<file path="src/rtl/dmac_pkg.sv">
// Shared constants for the DMAC burst engine: FSM encodings, AXI field values, 4 KB page size.
package dmac_pkg;

  localparam logic [2:0] ST_IDLE  = 3'd0;
  localparam logic [2:0] ST_RREQ  = 3'd1;
  localparam logic [2:0] ST_RDATA = 3'd2;
  localparam logic [2:0] ST_WREQ  = 3'd3;
  localparam logic [2:0] ST_WDATA = 3'd4;
  localparam logic [2:0] ST_WRESP = 3'd5;
  localparam logic [2:0] ST_DONE  = 3'd6;

  localparam logic [1:0] BURST_INCR = 2'b01;
  localparam logic [1:0] RESP_OKAY  = 2'b00;

  localparam logic [12:0] PAGE_BYTES = 13'd4096;

endpackage

</file>
<file path="src/rtl/dmac_sync_fifo.sv">
// Synchronous beat buffer with full/empty flags; the head word is visible without a pop.
module dmac_sync_fifo #(
  parameter int DATA_W = 32,
  parameter int DEPTH  = 16
) (
  input  logic              clk,
  input  logic              rst,
  input  logic              push,
  input  logic [DATA_W-1:0] push_data,
  input  logic              pop,
  output logic [DATA_W-1:0] head,
  output logic              full,
  output logic              empty
);

  localparam int PTR_W = (DEPTH > 1) ? $clog2(DEPTH) : 1;
  localparam int CNT_W = $clog2(DEPTH + 1);

  logic [DATA_W-1:0] mem [DEPTH];
  logic [PTR_W-1:0]  wr_ptr, rd_ptr;
  logic [CNT_W-1:0]  count;
  logic              do_push, do_pop;

  function automatic logic [PTR_W-1:0] next_ptr(input logic [PTR_W-1:0] p);
    return (p == PTR_W'(DEPTH - 1)) ? '0 : p + 1'b1;
  endfunction

  assign do_push = push && !full;
  assign do_pop  = pop && !empty;

  // NOTE: sequential state uses non-blocking assignments so every flop samples pre-edge values.
  always_ff @(posedge clk or posedge rst) begin
    if (rst) begin
      wr_ptr <= '0;
      rd_ptr <= '0;
      count  <= '0;
    end else begin
      if (do_push) wr_ptr <= next_ptr(wr_ptr);
      if (do_pop)  rd_ptr <= next_ptr(rd_ptr);
      case ({do_push, do_pop})
        2'b10:   count <= count + 1'b1;
        2'b01:   count <= count - 1'b1;
        default: count <= count;
      endcase
    end
  end

  // NOTE: storage is deliberately not reset; the pointers alone define what is valid.
  always_ff @(posedge clk) begin
    if (do_push) mem[wr_ptr] <= push_data;
  end

  assign head  = mem[rd_ptr];
  assign full  = (count == CNT_W'(DEPTH));
  assign empty = (count == '0);

endmodule

</file>
<file path="src/rtl/dmac_burst_engine.sv">
// Single-channel store-and-forward DMA burst engine on an AXI3-style master port.
// Optional macro DMAC_RESP_ERR_EN adds the sticky err_o response-error flag.
module dmac_burst_engine
  import dmac_pkg::*;
#(
  parameter int ADDR_W     = 32,
  parameter int DATA_W     = 32,
  parameter int LEN_W      = 16,
  parameter int MAX_BURST  = 16,
  parameter int FIFO_DEPTH = 16,
  parameter int ID_W       = 4,
  parameter int CH_ID      = 0
) (
  input  logic              clk,
  input  logic              rst,
  input  logic              start_i,
  input  logic [ADDR_W-1:0] src_i,
  input  logic [ADDR_W-1:0] dst_i,
  input  logic [LEN_W-1:0]  len_i,
  output logic              busy_o,
  output logic              done_o,
  output logic [ID_W-1:0]   arid_o,
  output logic [ADDR_W-1:0] araddr_o,
  output logic [3:0]        arlen_o,
  output logic [2:0]        arsize_o,
  output logic [1:0]        arburst_o,
  output logic              arvalid_o,
  input  logic              arready_i,
  input  logic [DATA_W-1:0] rdata_i,
  input  logic [1:0]        rresp_i,
  input  logic              rlast_i,
  input  logic              rvalid_i,
  output logic              rready_o,
  output logic [ID_W-1:0]   awid_o,
  output logic [ADDR_W-1:0] awaddr_o,
  output logic [3:0]        awlen_o,
  output logic [2:0]        awsize_o,
  output logic [1:0]        awburst_o,
  output logic              awvalid_o,
  input  logic              awready_i,
  output logic [ID_W-1:0]   wid_o,
  output logic [DATA_W-1:0] wdata_o,
  output logic [DATA_W/8-1:0] wstrb_o,
  output logic              wlast_o,
  output logic              wvalid_o,
  input  logic              wready_i,
  input  logic [1:0]        bresp_i,
  input  logic              bvalid_i,
  output logic              bready_o
`ifdef DMAC_RESP_ERR_EN
  ,
  output logic              err_o
`endif
);

  localparam int BPB    = DATA_W / 8;
  localparam int SHIFT  = $clog2(BPB);
  localparam int BEAT_W = $clog2(MAX_BURST + 1);

  logic [2:0]        state;
  logic [ADDR_W-1:0] src, dst, step;
  logic [LEN_W-1:0]  rem, start_beats;
  logic [BEAT_W-1:0] beats, cnt;
  logic [12:0]       src_room, dst_room;
  logic [31:0]       beat_lim;
  logic              idle_like, last_beat, r_hs, w_hs, fifo_full, fifo_empty;

  // Beats left before each address reaches the next 4 KB page.
  assign src_room = (PAGE_BYTES - {1'b0, src[11:0]}) >> SHIFT;
  assign dst_room = (PAGE_BYTES - {1'b0, dst[11:0]}) >> SHIFT;

  // NOTE: assign a default first in combinational blocks so no path infers a latch.
  always_comb begin
    beat_lim = 32'(MAX_BURST);
    if (32'(rem) < beat_lim)      beat_lim = 32'(rem);
    if (32'(src_room) < beat_lim) beat_lim = 32'(src_room);
    if (32'(dst_room) < beat_lim) beat_lim = 32'(dst_room);
  end

  assign beats       = BEAT_W'(beat_lim);
  assign step        = ADDR_W'(beats) << SHIFT;
  assign start_beats = len_i >> SHIFT;
  assign idle_like   = (state == ST_IDLE) || (state == ST_DONE);
  assign last_beat   = (cnt == beats - 1'b1);
  assign r_hs        = rvalid_i && rready_o;
  assign w_hs        = wvalid_o && wready_i;

  always_ff @(posedge clk or posedge rst) begin
    if (rst) begin
      state <= ST_IDLE;
      src   <= '0;
      dst   <= '0;
      rem   <= '0;
      cnt   <= '0;
    end else begin
      case (state)
        ST_IDLE, ST_DONE: begin
          if (start_i) begin
            src   <= src_i;
            dst   <= dst_i;
            rem   <= start_beats;
            state <= (start_beats == '0) ? ST_DONE : ST_RREQ;
          end
        end
        ST_RREQ: begin
          if (arready_i) begin
            cnt   <= '0;
            state <= ST_RDATA;
          end
        end
        ST_RDATA: begin
          // The beat count ends the read burst; rlast is not trusted.
          if (r_hs) begin
            cnt <= cnt + 1'b1;
            if (last_beat) state <= ST_WREQ;
          end
        end
        ST_WREQ: begin
          if (awready_i) begin
            cnt   <= '0;
            state <= ST_WDATA;
          end
        end
        ST_WDATA: begin
          if (w_hs) begin
            cnt <= cnt + 1'b1;
            if (last_beat) state <= ST_WRESP;
          end
        end
        ST_WRESP: begin
          if (bvalid_i) begin
            src   <= src + step;
            dst   <= dst + step;
            rem   <= rem - LEN_W'(beats);
            state <= (rem == LEN_W'(beats)) ? ST_DONE : ST_RREQ;
          end
        end
        default: state <= ST_IDLE;
      endcase
    end
  end

  dmac_sync_fifo #(
    .DATA_W (DATA_W),
    .DEPTH  (FIFO_DEPTH)
  ) u_fifo (
    .clk       (clk),
    .rst       (rst),
    .push      (r_hs),
    .push_data (rdata_i),
    .pop       (w_hs),
    .head      (wdata_o),
    .full      (fifo_full),
    .empty     (fifo_empty)
  );

  assign busy_o    = !idle_like;
  assign done_o    = (state == ST_DONE);

  assign arid_o    = ID_W'(CH_ID);
  assign araddr_o  = src;
  assign arlen_o   = 4'(beats - 1'b1);
  assign arsize_o  = 3'(SHIFT);
  assign arburst_o = BURST_INCR;
  assign arvalid_o = (state == ST_RREQ);
  assign rready_o  = (state == ST_RDATA) && !fifo_full;

  assign awid_o    = ID_W'(CH_ID);
  assign awaddr_o  = dst;
  assign awlen_o   = 4'(beats - 1'b1);
  assign awsize_o  = 3'(SHIFT);
  assign awburst_o = BURST_INCR;
  assign awvalid_o = (state == ST_WREQ);

  assign wid_o     = ID_W'(CH_ID);
  assign wstrb_o   = '1;
  assign wlast_o   = (state == ST_WDATA) && last_beat;
  assign wvalid_o  = (state == ST_WDATA) && !fifo_empty;
  assign bready_o  = (state == ST_WRESP);

`ifdef DMAC_RESP_ERR_EN
  logic unused_rlast;
  assign unused_rlast = rlast_i;

  always_ff @(posedge clk or posedge rst) begin
    if (rst) begin
      err_o <= 1'b0;
    end else if (idle_like && start_i) begin
      err_o <= 1'b0;
    end else if ((r_hs && rresp_i != RESP_OKAY) ||
                 (bvalid_i && bready_o && bresp_i != RESP_OKAY)) begin
      err_o <= 1'b1;
    end
  end
`else
  logic unused_resp;
  assign unused_resp = ^{rresp_i, bresp_i, rlast_i};
`endif

endmodule

</file>
<file path="config.mk">
export PLATFORM = sky130hd
export DESIGN_NAME = dmac_burst_engine
export DESIGN_NICKNAME = d
export VERILOG_FILES = /design/src/rtl/dmac_pkg.sv /design/src/rtl/dmac_sync_fifo.sv /design/src/rtl/dmac_burst_engine.sv
export SDC_FILE = /design/constraint.sdc
export NUM_CORES = 1
export LEC_CHECK = 0
export ABC_CLOCK_PERIOD_IN_PS = 10650
export CAP_MARGIN = 20
export CELL_PAD_IN_SITES_DETAIL_PLACEMENT = 0
export CELL_PAD_IN_SITES_GLOBAL_PLACEMENT = 2
export CORE_ASPECT_RATIO = 1.2
export CORE_MARGIN = 2
export CORE_UTILIZATION = 40
export CTS_CLUSTER_SIZE = 28
export DETAILED_ROUTE_END_ITERATION = 8
export DONT_BUFFER_PORTS = 1
export MAX_ROUTING_LAYER = met4
export PLACE_DENSITY = 0.79
export SYNTH_ARGS = -nofsm -noshare
export SYNTH_HDL_FRONTEND = slang
export SYNTH_SLANG_ARGS = --single-unit
</file>
<file path="constraint.sdc">
create_clock -name clk -period 10.65 [get_ports clk]
set_input_delay 3.195 -clock clk [delete_from_list [all_inputs] [get_ports clk]]
set_output_delay 3.195 -clock clk [all_outputs]
set_load 0.02 [all_outputs]
</file>
==> flow_summary.yaml, run 1 <==
timing:
  hold_viol: 0
  whs_ns: 0.500
  slew_violations: 0
  fin_worst_skew_ns: 0.0165
  min_period_ns: 10.05
  worst_slew_pin_slew_ns: 1.03
  maxSlewHeadroom_pct: 31.1
  timing.fmax_mhz: 99.5
  min_period_over_period_pct: 94.4
  setup_viol: 0
  finalWorstSetupSlack_ns: 0.601
die:
  core-area_um2: 67000
  die_y_um: 289
  die_w_um: 241
  pin_count: 263
  rows: 104
  die_area_um2: 69700
  initial_core_util_pct: 40.3
cts:
  cts-root-buf: "clkbuf_16"
  cts_sinks: 613
  cts_tree: "done"
  clk_latency_ns: 0.59
  cts_made_buffers: 66
  cts_max_path_buffers: 3
  path_clk_slew_ns: 0.06
  cts_max_level: 3
global_routing:
  top_usage_layer: "met2"
  grt_use_met1_pct: 22.6
  antenna_found_initial: 4
  grt_util_all_layers_pct: 19.8
  met3_usage_pct: 5.64
  grt_pass1_vias: 15934
  grt-ovfl-total: 0
  grt_max_degree: 79
  grt_first_pass_wirelength_um: 99200
  use_met2_pct: 33.7
drt:
  via_count: 15303
  drcViolationCount: 0
  via_per_inst: 5.64
  post_drt_wl_per_cell_um: 24.4
  ant_nets: 0
  drt_first_pass_iters: 4
  drt_wl_total_um: 66100
  drt_iter0_markers: 918
place:
  post-dp-hpwl_um: 40400
  gp_congestion: 0.863
  placed_cell_area_um2: 28200
  dp_slack_ns: 0.114
  numPortBuffers: 0
final_layout:
  fin_nets: 1933
  stdcell_area_um2: 30600
  syn_to_final_growth_pct: 13.2
  drive_gt1_share_pct: 20.6
logic_synthesis:
  synth_cell_types: 67
  synth_area_um2: 27000
  async_flop_share_pct: 16.5
  ys_ff_latch: 613
  ys_warn_count: 0
  synth_top_cell_by_area: "edfxtp_1"
  syn_avg_cell_area_um2: 15.6
  synth_top_area_share_pct: 56.9
  synth_edf_count: 512
  synthCells: 1735
  ys_seq_area_share_pct: 66.2
  synth-main-ff-cell: "edfxtp_1"
  ys_top_cells_by_area: "edfxtp_1 (57%), mux4_2 (13%), dfrtp_1 (9.4%)"
critical_path:
  crit_arrival_ns: 6.85
  crit_path_max_incr_delay_ns: 0.38
  path_buf_inv: 6
  worstPathRequired_ns: 7.46
  critical_path.slowest_cell: "dfrtp_1"
  crit_fanout: 6
  start_kind: "flop"
  worstSetupPathType: "flop to output pin"
  crit_path_end_kind: "output pin"
  cp_top_family: "simple AND/OR/NAND/NOR gates"
  crit_top_cell: "inv_1"
run_status:
  status: "complete, no violations"
pwr:
  p_leak_nw: 10.2
  total_power_mw: 9.36
  peakVddDrop_mv: 0.179
  power.density_nw_per_um2: 306
hold_path:
  hold_path.class: "flop to flop"
run:
  cap_violations: 0
-- synthesized netlist by cell type (all sizes together), types with 4 or more instances --
cell type,count
a21o,18
a21oi,124
a22oi,8
a2bb2oi,4
a31oi,11
and2,7
and3,11
buf,53
clkbuf,73
dfrtp,101
edfxtp,512
fa,4
ha,44
inv,42
mux2,6
mux2i,9
mux4,160
nand2,118
nand2b,6
nand3,28
nand4,10
nor2,100
nor2b,7
nor3,32
nor4,13
o211ai,10
o21a,10
o21ai,89
o22ai,34
o31ai,7
or2,5
or3,10
xnor2,22
xor2,12
-- tightest hold or removal path: stages, from the launching register on --
cell,delay (ns)
dfrtp_1,0.35
nand2_1,0.05
o21ai_0,0.06
-- sequential cells by signal, indices dropped and copies added (netlist names) --
register,cells
rem,16
u_fifo.wr_ptr,4
u_fifo.count,5
u_fifo.rd_ptr,4
u_fifo.mem,512
cnt,5
awaddr_o,32
araddr_o,32
state,3
-- per-stage QoR --
step | std cells | utilization (%) | TNS (ns)
after CTS | 2707 | 45.5 | 0
after floorplan | 1765 | - | 0
after global routing | 2715 | 45.7 | -0.0248
final | 2715 | 45.7 | 0
after global placement | 2586 | 42.1 | 0
after detailed placement | 2586 | 42.1 | 0
-- cell type report --
| type | count | area, µm² |
|---|---|---|
| tap | 901 | 1130 |
| timing repair buffer | 53 | 427 |
| inverter | 42 | 161 |
| fill | 5791 | 36400 |
| sequential | 613 | 17900 |
| clock buffer | 79 | 1730 |
| clock inverter | 39 | 544 |
| multi-input combinational | 984 | 8690 |
| antenna | 4 | 10.0 |
-- routing by layer --
metal  share of wire (%)  vias up
li1                    -     6818
met1                  38     7944
met2                  52      451
met3                 7.6       90
met4                 2.2        0
met5                   0        -
-- timing repair --
action                                 in CTS  in global routing
resized for setup                           2                 15
setup buffers                               3                  4
setup endpoints to repair                   1                  1
hold buffers                                0                  0
cloned                                      0                  0
pin swaps                                   2                  3
endpoints found under the hold margin       0                  0
-- layout by cell type, fill, tap and decap left out, types with 6 or more instances in the layout --
master and n:
a21o_1 17, a21oi_1 122, a22oi_1 8, a31oi_1 10, and2_1 7, and3_1 11, buf_4 50, bufinv_16 9
clkbuf_1 10, clkbuf_16 66, clkinv_2 6, conb_1 32, dfrtp_1 97, edfxtp_1 512, ha_1 43, inv_1 39
inv_6 7, mux2_2 6, mux2i_1 6, mux4_2 160, nand2_1 117, nand2b_1 6, nand3_1 27, nand4_1 10
nor2_1 87, nor2_4 12, nor2b_1 7, nor3_1 24, nor3_2 7, nor4_1 11, o211ai_1 9, o21a_1 10
o21ai_0 85, o22ai_1 34, o31ai_1 7, or3_1 10, xnor2_1 22, xor2_1 12
-- power by group --
part,internal (mW),switching [mW]
clock,1.41,0.983
sequential,2.82,0.553
combinational,1.56,2.04
-- cells by family (layout without fill, tap and decap cells) --
logic type | count (synthesis) | count (layout) | share of synthesized area (%)
flops | 613 | 613 | 66.2
simple gates | 354 | 354 | 6.01
compound gates | 341 | 341 | 7.59
mux | 175 | 175 | 13.9
buf+inv | 168 | 213 | 2.76
fa+ha+maj | 48 | 48 | 2.33
xor+xnor | 34 | 34 | 1.10
other cells | 2 | 36 | 0.0278
-- path summary, 6_finish.rpt --
| path | to | cells after the start | slack, ns | startpoint |
|---|---|---|---|---|
| max | wlast_o | 33 | 0.60 | araddr_o[0]$_DFFE_PP0P_ |
| min | rem[13]$_DFFE_PP0P_ | 2 | 0.50 | rem[13]$_DFFE_PP0P_ |
| max reg2reg | araddr_o[31]$_DFFE_PP0P_ | 38 | 2.31 | araddr_o[0]$_DFFE_PP0P_ |
| min reg2reg | rem[13]$_DFFE_PP0P_ | 2 | 0.50 | rem[13]$_DFFE_PP0P_ |
| max in group asynchronous | araddr_o[0]$_DFFE_PP0P_ | 2 | 6.81 | rst |
| min in group asynchronous | araddr_o[30]$_DFFE_PP0P_ | 1 | 2.56 | rst |
Power figures use the tool's default switching activity.
==> inputs of run 2 (changes only) <==
--- a/config.mk
+++ b/config.mk
@@ -9,7 +9,6 @@
 export CAP_MARGIN = 20
 export CELL_PAD_IN_SITES_DETAIL_PLACEMENT = 0
 export CELL_PAD_IN_SITES_GLOBAL_PLACEMENT = 2
-export CORE_ASPECT_RATIO = 1.2
 export CORE_MARGIN = 2
 export CORE_UTILIZATION = 40
 export CTS_CLUSTER_SIZE = 28
==> run 2 against run 1 <==
  * Clock-buffer cell count increased by 7
  * Largest power group unchanged
  * Setup slack got worse by 0.15 ns
  * Sequential cell count unchanged
  * Fmax decreased by 1.5%
  * Die area about the same
  * Clock skew increased by 0.029 ns
  * Wire length decreased by 2.7%
  * Sequential power about the same
  * Largest cell class unchanged
  * Critical endpoint unchanged
  * Non-clock buffer count decreased by 6
==> flow_summary.yaml, run 2 (same netlist as run 1, synthesis figures left out) <==
global_routing:
  antenna_found_initial: 4
  met3_usage_pct: 4.65
  grt_use_met1_pct: 24.6
  use_met2_pct: 29.8
  grt_util_all_layers_pct: 18.9
  grt_first_pass_wirelength_um: 96400
  grt_pass1_vias: 15404
  grt-ovfl-total: 0
  grt_max_degree: 77
  top_usage_layer: "met2"
die:
  die_w_um: 264
  initial_core_util_pct: 40.3
  die_area_um2: 69700
  die_y_um: 264
  pin_count: 263
  rows: 95
  core-area_um2: 67000
timing:
  slew_violations: 0
  timing.fmax_mhz: 98.1
  hold_viol: 0
  worst_slew_pin_slew_ns: 1.10
  setup_viol: 0
  fin_tns_setup_ns: 0
  maxSlewHeadroom_pct: 26.4
  whs_ns: 0.489
  fin_worst_skew_ns: 0.0452
  min_period_ns: 10.20
  finalWorstSetupSlack_ns: 0.451
  min_period_over_period_pct: 95.8
pwr:
  p_leak_nw: 10.1
  total_power_mw: 9.35
  peakVddDrop_mv: 0.157
  power.density_nw_per_um2: 306
final_layout:
  final_cell_mix: "edfxtp_1 (512), mux4_2 (160), a21oi_1 (122)"
  drive_gt1_share_pct: 19.9
  seq_area_um2: 17900
  fin_nets: 1929
  syn_to_final_growth_pct: 13.0
  final_cells: 2683
  fillers: 5758
  largest_reg_flops: 512
  utilization_pct: 45.6
  stdcell_area_um2: 30500
  regMostFlops: "u_fifo.mem"
  layout_commonest_cell: "edfxtp_1"
  multiInputGateArea_um2: 8720
critical_path:
  crit_top_cell: "buf_4"
  crit_fanout: 8
  start_kind: "flop"
  critical_path.slowest_cell: "dfrtp_2"
  worstSetupPathType: "flop to output pin"
  crit_arrival_ns: 7.00
  crit_path_max_incr_delay_ns: 0.49
  reg2reg_slack_ns: 2.27
  crit_path_end_kind: "output pin"
  worstPathRequired_ns: 7.46
drt:
  drt_iter0_markers: 1196
  ant_nets: 0
  post_drt_wl_per_cell_um: 24.0
  drt_wl_total_um: 64300
  drcViolationCount: 0
  drt_first_pass_iters: 5
  via_per_inst: 5.72
  via_count: 15336
run:
  cap_violations: 0
cts:
  clk_latency_ns: 0.62
  cts_sinks: 613
  cts_made_buffers: 68
  cts_max_path_buffers: 3
  ctsHoldBuffers: 0
  cts_tree: "done"
  path_clk_slew_ns: 0.06
  cts-root-buf: "clkbuf_16"
  cts_max_level: 3
place:
  dp_slack_ns: 0.180
  numPortBuffers: 0
  post-dp-hpwl_um: 37600
  placed_cell_area_um2: 28100
  dpl.cell_count: 2552
  gp_congestion: 0.870
hold_path:
  hold_path.class: "flop to flop"
run_status:
  status: "complete, no violations"
[run 2: changes by cell type in the layout (fill, tap and decap cells not counted), sizes merged]
cell | previous run | this run
clkinv | 15 | 27
inv | 53 | 43
clkbuf | 79 | 86
buf | 53 | 47
clkinvlp | 4 | 0
bufinv | 9 | 7
diode | 4 | 3
[run 2: final timing paths]
| path | startpoint | end | depth (start not counted) |
|---|---|---|---|
| hold reg to reg | rem[13]$_DFFE_PP0P_ | rem[13]$_DFFE_PP0P_ | 2 |
| setup reg to reg | araddr_o[1]$_DFFE_PP0P_ | araddr_o[31]$_DFFE_PP0P_ | 41 |
| max in group asynchronous | rst | araddr_o[1]$_DFFE_PP0P_ | 2 |
| setup / recovery | araddr_o[1]$_DFFE_PP0P_ | wlast_o | 35 |
| min in group asynchronous | rst | araddr_o[28]$_DFFE_PP0P_ | 1 |
| hold / removal | rem[13]$_DFFE_PP0P_ | rem[13]$_DFFE_PP0P_ | 2 |
[run 2: per-layer routing]
metal	share of wire (%)	wire (µm)	up-vias
met5	0	0	-
met4	2.1	1360	0
met3	7.7	4950	94
met2	49	31600	548
met1	41	26500	7877
li1	-	-	6817
[run 2: final cells by class]
class                           instances  share of cell area (%)
Multi-Input combinational cell        984                    28.6
Clock inverter                         35                    1.52
Clock buffer                           86                    5.90
Sequential cell                       613                    58.7
Inverter                               42                   0.528
Antenna cell                            3                  0.0246
Tap cell                              873                    3.58
Timing Repair Buffer                   47                    1.24
[run 2: worst max-delay path, delay by kind of cell, from the launching register on]
| family | cells | cell delay (ns) |
|---|---|---|
| AOI/OAI and AO/OA | 9 | 1.76 |
| adders and majority gates | 3 | 0.77 |
| buffers and inverters | 7 | 0.92 |
| DFF | 1 | 0.49 |
| muxes | 3 | 0.66 |
| and+or+nand+nor | 13 | 1.82 |
[run 2: what timing repair did]
item                                    in CTS  in global routing
endpoints found under the setup margin       1                  1
buffers inserted                             2                  5
gates resized for setup                      3                 18
pin swaps                                    2                  3
cloned                                       0                  0
[run 2: report_power, final]
group	leakage (nW)	internal [mW]	switching [mW]
combinational	3.24	1.57	2.02
sequential	5.79	2.82	0.576
clock	1.09	1.39	0.979
==> inputs of run 3 (changes only) <==
--- a/config.mk
+++ b/config.mk
@@ -10,12 +10,11 @@
 export CELL_PAD_IN_SITES_DETAIL_PLACEMENT = 0
 export CELL_PAD_IN_SITES_GLOBAL_PLACEMENT = 2
 export CORE_MARGIN = 2
-export CORE_UTILIZATION = 40
+export CORE_UTILIZATION = 35
 export CTS_CLUSTER_SIZE = 28
 export DETAILED_ROUTE_END_ITERATION = 8
 export DONT_BUFFER_PORTS = 1
-export MAX_ROUTING_LAYER = met4
-export PLACE_DENSITY = 0.79
+export PLACE_DENSITY = 0.72
 export SYNTH_ARGS = -nofsm -noshare
 export SYNTH_HDL_FRONTEND = slang
 export SYNTH_SLANG_ARGS = --single-unit
==> run 3 against run 2 <==
  * Wire length increased by 3.1%
  * Total power increased by 0.91%
  * Critical path type unchanged
  * Clock power about the same
==> flow_summary.yaml, run 3 (same netlist as run 1, synthesis figures left out) <==
timing:
  timing.fmax_mhz: 97.4
  hold_viol: 0
  maxSlewHeadroom_pct: 30.0
  fin_worst_skew_ns: 0.0253
  min_period_over_period_pct: 96.4
  whs_ns: 0.497
  min_period_ns: 10.27
  slew_violations: 0
  finalWorstSetupSlack_ns: 0.380
  worst_slew_pin_slew_ns: 1.05
  setup_viol: 0
drt:
  drt_wl_total_um: 66300
  post_drt_wl_per_cell_um: 23.3
  drcViolationCount: 0
  via_count: 15267
  ant_nets: 0
  via_per_inst: 5.35
  drt_first_pass_iters: 7
  drt_iter0_markers: 1186
pwr:
  power.density_nw_per_um2: 305
  p_leak_nw: 10.2
  peakVddDrop_mv: 0.289
  total_power_mw: 9.43
cts:
  cts_max_path_buffers: 3
  cts_made_buffers: 69
  cts_tree: "done"
  path_clk_slew_ns: 0.06
  cts_sinks: 613
  cts-root-buf: "clkbuf_16"
  cts_max_level: 3
  clk_latency_ns: 0.60
run:
  cap_violations: 0
critical_path:
  worstPathRequired_ns: 7.46
  start_kind: "flop"
  crit_path_end_kind: "output pin"
  worstSetupPathType: "flop to output pin"
  critical_path.slowest_cell: "dfrtp_1"
  crit_path_max_incr_delay_ns: 0.39
  crit_arrival_ns: 7.08
  crit_fanout: 6
die:
  rows: 101
  die_area_um2: 79500
  pin_count: 263
  core-area_um2: 76200
  die_y_um: 282
  die_w_um: 282
  initial_core_util_pct: 35.5
run_status:
  status: "complete, no violations"
final_layout:
  utilization_pct: 40.6
  final_cell_mix: "edfxtp_1 (512), mux4_2 (160), a21oi_1 (121)"
  fin_nets: 1943
  largest_reg_flops: 512
  regMostFlops: "u_fifo.mem"
  drive_gt1_share_pct: 20.7
  syn_to_final_growth_pct: 14.4
  layout_commonest_cell: "edfxtp_1"
global_routing:
  grt_pass1_vias: 15788
  grt_max_degree: 113
  grt-ovfl-total: 0
  antenna_found_initial: 2
  grt_util_all_layers_pct: 16.6
  grt_first_pass_wirelength_um: 98100
place:
  dp_slack_ns: 0.133
  gp_congestion: 0.806
  numPortBuffers: 0
  post-dp-hpwl_um: 37400
hold_path:
  hold_path.class: "flop to flop"
==> run 3: worst paths after layout <==
| kind | depth (start not counted) | startpoint | slack, ns | to |
|---|---|---|---|---|
| worst max-delay path | 34 | araddr_o[2]$_DFFE_PP0P_ | 0.38 | wlast_o |
| worst min-delay path | 2 | rem[13]$_DFFE_PP0P_ | 0.50 | rem[13]$_DFFE_PP0P_ |
| worst min register to register | 2 | rem[13]$_DFFE_PP0P_ | 0.50 | rem[13]$_DFFE_PP0P_ |
| min in group asynchronous | 1 | rst | 2.50 | araddr_o[30]$_DFFE_PP0P_ |
| worst max register to register | 40 | araddr_o[2]$_DFFE_PP0P_ | 2.29 | araddr_o[31]$_DFFE_PP0P_ |
| max in group asynchronous | 2 | rst | 6.73 | awaddr_o[20]$_DFFE_PP0P_ |
==> run 3: repair_timing <==
item | in CTS | in global routing
endpoints found under the setup margin | 1 | 1
buffers inserted | 2 | 12
cloned | 1 | 0
pin swaps | 1 | 10
gates resized for setup | 7 | 22
hold buffers | 0 | 0
==> run 3: stage by stage <==
step | instance area (µm²) | TNS, ns | std cells
3_5_place_dp | 28300 | 0 | 2711
6_report | 30900 | 0 | 2851
3_3_place_gp | 28300 | 0 | 2711
2_1_floorplan | 27100 | 0 | 1765
4_1_cts | 30700 | 0 | 2835
5_1_grt | 30900 | -0.0426 | 2851
==> run 3: critical path: cells and delay by family (launching register included) <==
| kind | cells | cell delay, ns |
|---|---|---|
| compound gates | 10 | 1.85 |
| fa+ha+maj | 3 | 0.72 |
| buf+inv | 6 | 0.73 |
| flops | 1 | 0.39 |
| mux | 3 | 0.65 |
| simple gates | 12 | 2.13 |
==> run 3: final cells by class <==
cell class	count	area [µm²]
multi-input combinational	985	8770
tap	1030	1290
timing repair buffer	59	500
inverter	42	161
sequential	613	17900
clock buffer	86	1840
antenna	1	2.50
fill	6884	45300
clock inverter	35	440
==> run 3: metal layers <==
| layer | vias to the layer above | track usage (%) | wire length [µm] |
|---|---|---|---|
| met2 | 475 | 26.7 | 31800 |
| met5 | - | 0 | 13 |
| li1 | 6836 | - | - |
| met4 | 2 | 4.60 | 1360 |
| met1 | 7861 | 21.5 | 27300 |
| met3 | 93 | 5.38 | 5840 |
==> run 3: where the power goes <==
part           switching (mW)  leakage, nW  internal (mW)  total, mW
logic                    2.10         3.32           1.61       3.72
clock network           0.971         1.10           1.39       2.36
registers               0.530         5.79           2.82       3.35
